$ cat src/rtl/demux_1to4_stream.sv
`default_nettype none
// ============================================================================
// Module      : demux_1to4_stream
// Description : 1-to-4 valid/ready stream demultiplexer, one register slice
//               per lane with a per-lane delivered-word counter.
// Revision    : 1.0 - initial release
// ============================================================================
module demux_1to4_stream #(
  parameter int WIDTH = 8
) (
  input  logic               clk,
  input  logic               rst_n,
  input  logic [WIDTH-1:0]   in,
  input  logic               in_valid,
  output logic               in_ready,
  input  logic [1:0]         s,
  input  logic               enable,
  output logic [4*WIDTH-1:0] out,
  output logic [3:0]         out_valid,
  input  logic [3:0]         out_ready,
  output logic [31:0]        cnt
);

  localparam int c_LANES = 4;

  logic w_in_ready;
  logic w_accept;

  // A full lane can still take a word on the cycle it is being drained.
  assign w_in_ready = enable & (~out_valid[s] | out_ready[s]);
  assign in_ready   = w_in_ready;
  assign w_accept   = in_valid & w_in_ready;

  for (genvar i = 0; i < c_LANES; i++) begin : g_lane
    logic [WIDTH-1:0] r_data;
    logic             r_valid;
    logic [7:0]       r_cnt;
    logic             w_load;
    logic             w_drain;

    assign w_load  = w_accept & (s == 2'(i));
    assign w_drain = r_valid & out_ready[i];

    always_ff @(posedge clk or negedge rst_n) begin
      if (!rst_n) begin
        r_data  <= '0;
        r_valid <= 1'b0;
        r_cnt   <= 8'd0;
      end else begin
        if (w_load) begin
          r_data  <= in;
          r_valid <= 1'b1;
        end else if (w_drain) begin
          r_valid <= 1'b0;
        end
        if (w_drain) begin
          r_cnt <= r_cnt + 8'd1;
        end
      end
    end

    assign out[i*WIDTH +: WIDTH] = r_data;
    assign out_valid[i]          = r_valid;
    assign cnt[i*8 +: 8]         = r_cnt;
  end

endmodule
`default_nettype wire

$ cat config.mk
export PLATFORM = sky130hd
export DESIGN_NAME = demux_1to4_stream
export DESIGN_NICKNAME = d
export VERILOG_FILES = /design/src/rtl/demux_1to4_stream.sv
export SDC_FILE = /design/constraint.sdc
export NUM_CORES = 1
export LEC_CHECK = 0
export ABC_AREA = 1
export CORE_MARGIN = 4
export CORE_UTILIZATION = 51
export DETAILED_ROUTE_END_ITERATION = 8
export PLACE_DENSITY = 0.85
export RECOVER_POWER = 25
export SLEW_MARGIN = 20
export SYNTH_ARGS = -nofsm -noshare
export SYNTH_HDL_FRONTEND = slang
export SYNTH_SLANG_ARGS = --single-unit
$ cat constraint.sdc
create_clock -name clk -period 4 [get_ports clk]
set_clock_uncertainty 0.15 [all_clocks]
set_input_delay 1.2 -clock clk [delete_from_list [all_inputs] [get_ports clk]]
set_output_delay 1.2 -clock clk [all_outputs]
set_load 0.01 [all_outputs]
==> flow_results.org <==
** Power and ir drop
- Switching part of the total :: 30.7%
- The worst-case IR drop observed on VDD is 284 uV.
- Internal cell power :: 0.00153 W
- Combinational Power Share :: 30.8%
- In this run, the clock network consumes 24.7% of the power.
- Switching Power :: 0.000675 W
- Pwr dens :: 530 nW/um2
- Total power draw :: 0.00220 W
- Sequential cells burn 44.5% of the power.
- Total leakage power :: 2.14 nW

** Clock network
- Number of sinks on the clock net :: 68
- Clock-pin slew was measured on the worst setup and hold paths at 0.07 ns.
- The tree is rooted in a clkbuf_8.
- Buffers inserted during clock tree synthesis total 9.
- Post-CTS Setup Repair Bufs :: 0
- Number of buffers on the longest clock path :: 2
- Clock latency on the worst-skew pair, taken at its later pin, is 0.33 ns.
- The clock tree synthesis step divided the H-tree into 3 levels.
- TritonCTS built the clock tree.

** Detailed routing
- Before antenna repair, the detailed router went through 5 iterations.
- After detailed routing, the number of remaining DRC violations is 0.
- The detail route stage leaves a number of antenna-violating nets equal to 0.
- For this block, the initial DRC count from the detailed router was 107.
- Routed vias/inst :: 4.97
- Aggregate routed wire length :: 7010 um
- In the final routed layout, each cell accounts on average for 14.3 um.
- The detailed router placed 2440 vias in this run.

** Synth
- After synthesis, the largest area contributor takes up 57.1% of total cell area.
- The share of the Yosys chip area taken by registers is 57.1%.
- In the synthesized netlist, the number of instances is 312.
- Counting every net in the synthesized netlist gives 334.
- Averaged over all synthesized cells, the footprint is 9.56 um2.
- Cell type with the highest aggregate area in the netlist :: dfrtp_1
- Yosys printed 0 warnings.
- The mapped netlist covers 2980 um2.
- Number of library cell types mapped by synthesis :: 25
- Number of flip-flops and latches in the synthesized netlist :: 68
- Ranking of synthesized cells by area :: dfrtp_1 (57%), nand2_1 (17%), xnor2_1 (3.8%)

** STA
- Hold timing on the final database bottoms out at a slack of 0.333 ns.
- RSZ-0062 raised after global routing :: false
- Final setup violation count :: 0
- Across all setup checks in the final design, the least slack found is 0.180 ns.
- Post-Route Setup TNS :: 0 ns
- Static timing analysis puts the maximum clock frequency at 0.262 GHz.
- The number of slew-limit violations in the final report was 0.
- The final-report hold violation count was 0.
- The worst path in the final design needs a cycle of 3.82 ns, including I/O delays and setup.
- Worst slew margin :: 13.6%
- Worst-margin pin slew :: 1.30 ns
- The worst path uses 95.5% of the clock period.

** GRT
- GRT Util Overall :: 21.3%
- The number of antenna violations at the first check in global routing is 0.
- Entering global routing, the biggest net connects 55 pins.
- Total grt overflow :: 0
- Vias in the first global route :: 2607
- The first global-routing pass estimated 12100 um of wire.

** Worst setup path
- Setup slack on the worst flop-to-flop path :: 2.10 ns
- STA puts the critical path data arrival time at 2.47 ns.
- The worst register-to-register path ends at g_lane[0].r_data[0]$_DFFE_PN0P_.
- Along the worst path, the maximum fanout reaches 2.
- The startpoint identified for the worst register-to-register timing path is g_lane[2].r_valid$_DFFE_PN0P_.
- Worst setup path endpoint :: in_ready
- Launch point of the critical path :: out_ready[1]
- The worst setup path is captured at an output port.
- The worst setup path is of the input port to output port kind.
- Category of the worst setup path launch point :: input port
- At the worst endpoint, the required time is 2.65 ns.
- The worst register-to-register path has a depth of 9.

** Status
- Status :: finished, final reports clean

** Final layout
- Area of the multi-input gates :: 1140 um2
- Share of post-route cells with drive strength above 1 :: 10.0%
- The sequential cells in the finished layout cover a total of 1700 um2.
- After the last flow step, the layout net total stands at 437.
- Synth-to-Final Area Change :: 39.4%
- Once layout is complete, the cells apart from fillers number 491.
- The filler cells instantiated in the layout total 410.
- Number of antenna cells inserted :: 0

** Floorplan
- In this run the core area contains 27 standard-cell rows.
- For this configuration, the core starts out at a cell density of 53.5%.
- Core box area :: 5570 um2
- The die is 84.5 um wide.
- From bottom edge to top edge, the die measures 84.5 um.
- During I/O placement, the number of pins put on the boundary was 87.
- The floorplan step defined a die boundary enclosing 7130 um2.

** Placed design
- Routability congestion estimate :: 0.778
- Port buffer count :: 86
- Including well taps, the total number of placed cells is 476.
- Place WS :: -0.328 ns
- The HPWL after detailed placement is 5270 um.

** Worst hold path
- Startpoint of the most critical hold path :: g_lane[1].r_data[2]$_DFFE_PN0P_
- Class of the worst hold path :: flip-flop to flip-flop

** Job
- Max-Cap Viols :: 0
-- metal layers --
metal,GRT usage (%),up-vias,routed length (um)
met2,36.2,101,3460
met1,26.2,1162,2940
met4,8.06,0,96
met5,0,-,0
li1,-,1163,-
met3,5.30,14,510
-- critical path, stage by stage --
cell	delay, ns
dlygate4sd3_1	0.57
nand3_1	0.09
nand2_1	0.11
nor2_2	0.05
a21boi_1	0.16
dlygate4sd2_1	0.29
-- cell usage in the layout, fill, tap and decap left out, drive strengths merged --
| cell type | netlist | routed |
|---|---|---|
| xor2 | 13 | 13 |
| xnor2 | 13 | 13 |
| a21oi | 1 | 1 |
| clkbuf | 0 | 15 |
| nor2 | 18 | 18 |
| inv | 23 | 23 |
| clkinvlp | 0 | 1 |
| o21ai | 4 | 4 |
| dlygate4sd3 | 0 | 2 |
| nand3b | 1 | 1 |
| bufinv | 0 | 1 |
| nand4 | 7 | 7 |
| mux2 | 2 | 2 |
| clkdlybuf4s50 | 0 | 80 |
| dfrtp | 68 | 68 |
| a21boi | 1 | 1 |
| ha | 4 | 4 |
| nor3 | 2 | 2 |
| clkinv | 0 | 3 |
| dlymetal6s2s | 0 | 1 |
| nand3 | 11 | 11 |
| nand2 | 137 | 137 |
| dlygate4sd2 | 0 | 2 |
| buf | 7 | 9 |
-- area by class of cell --
| type | instances | area share, % |
|---|---|---|
| inverters | 23 | 2.08 |
| well taps | 72 | 2.17 |
| repair buffers | 99 | 22.8 |
| clock inverters | 5 | 1.26 |
| clock buffers | 10 | 3.31 |
| flip-flops and latches | 68 | 40.9 |
| multi-input cells | 214 | 27.5 |
-- synthesized netlist by cell type --
| cell type | number |
|---|---|
| buf_4 | 4 |
| nor2_8 | 4 |
| ha_1 | 4 |
| nor3_1 | 2 |
| nand2_4 | 1 |
| nand3_1 | 10 |
| nand4_2 | 3 |
| nand4_1 | 4 |
| o21ai_1 | 4 |
| inv_2 | 1 |
| mux2_2 | 2 |
| a21boi_0 | 1 |
| xor2_1 | 13 |
| dfrtp_1 | 68 |
| nand3_4 | 1 |
| nand2_1 | 135 |
| nand2_2 | 1 |
| nand3b_1 | 1 |
| buf_6 | 1 |
| a21oi_1 | 1 |
| nor2_2 | 2 |
| nor2_1 | 12 |
| xnor2_1 | 13 |
| inv_1 | 22 |
| buf_2 | 2 |
-- stage by stage --
| step | utilization [%] | instance area (um2) |
|---|---|---|
| 2_1_floorplan | - | 2980 |
| 3_3_place_gp | 71.3 | 3970 |
| 3_5_place_dp | 71.3 | 3970 |
| 4_1_cts | 74.7 | 4160 |
| 5_1_grt | 74.6 | 4160 |
| 6_report | 74.6 | 4160 |
-- repair_timing --
action / CTS / global route
setup endpoints to repair: 1 / 1
endpoints found under the hold margin: 0 / 0
hold buffers: 0 / 0
resized for setup: 2 / 2
-- power by group through the flow --
stage               logic, W  clock network, W  registers (W)
detailed placement  0.000689                 0       0.000986
global route        0.000739          0.000584        0.00101
finish              0.000678          0.000545       0.000979
global placement    0.000662                 0       0.000984
CTS                 0.000691          0.000554       0.000979
floorplan           0.000201                 0        0.00104
-- state kept, by name (all words and copies together), names as in the netlist --
name,flops
g_lane.r_data,32
g_lane.r_valid,4
g_lane.r_cnt,32
-- cells by family after synthesis --
kind of cell	synth area share, %
flops	57.1
compound gates	1.09
simple gates	27.2
xor+xnor	7.64
mux	0.755
buf+inv	4.62
fa+ha+maj	1.68
-- worst min-delay path by stage --
stage	cells after the start	end	slack, ns
final	2	g_lane[1].r_data[2]$_DFFE_PN0P_	0.33
after global routing	1	g_lane[3].r_cnt[7]$_DFFE_PN0P_	0.35
after CTS	2	g_lane[1].r_data[7]$_DFFE_PN0P_	0.34
after detailed placement	2	g_lane[2].r_data[1]$_DFFE_PN0P_	0.32
after global placement	1	g_lane[2].r_cnt[7]$_DFFE_PN0P_	0.31
after floorplan	1	g_lane[2].r_cnt[7]$_DFFE_PN0P_	0.36
Power figures use the tool's default switching activity.
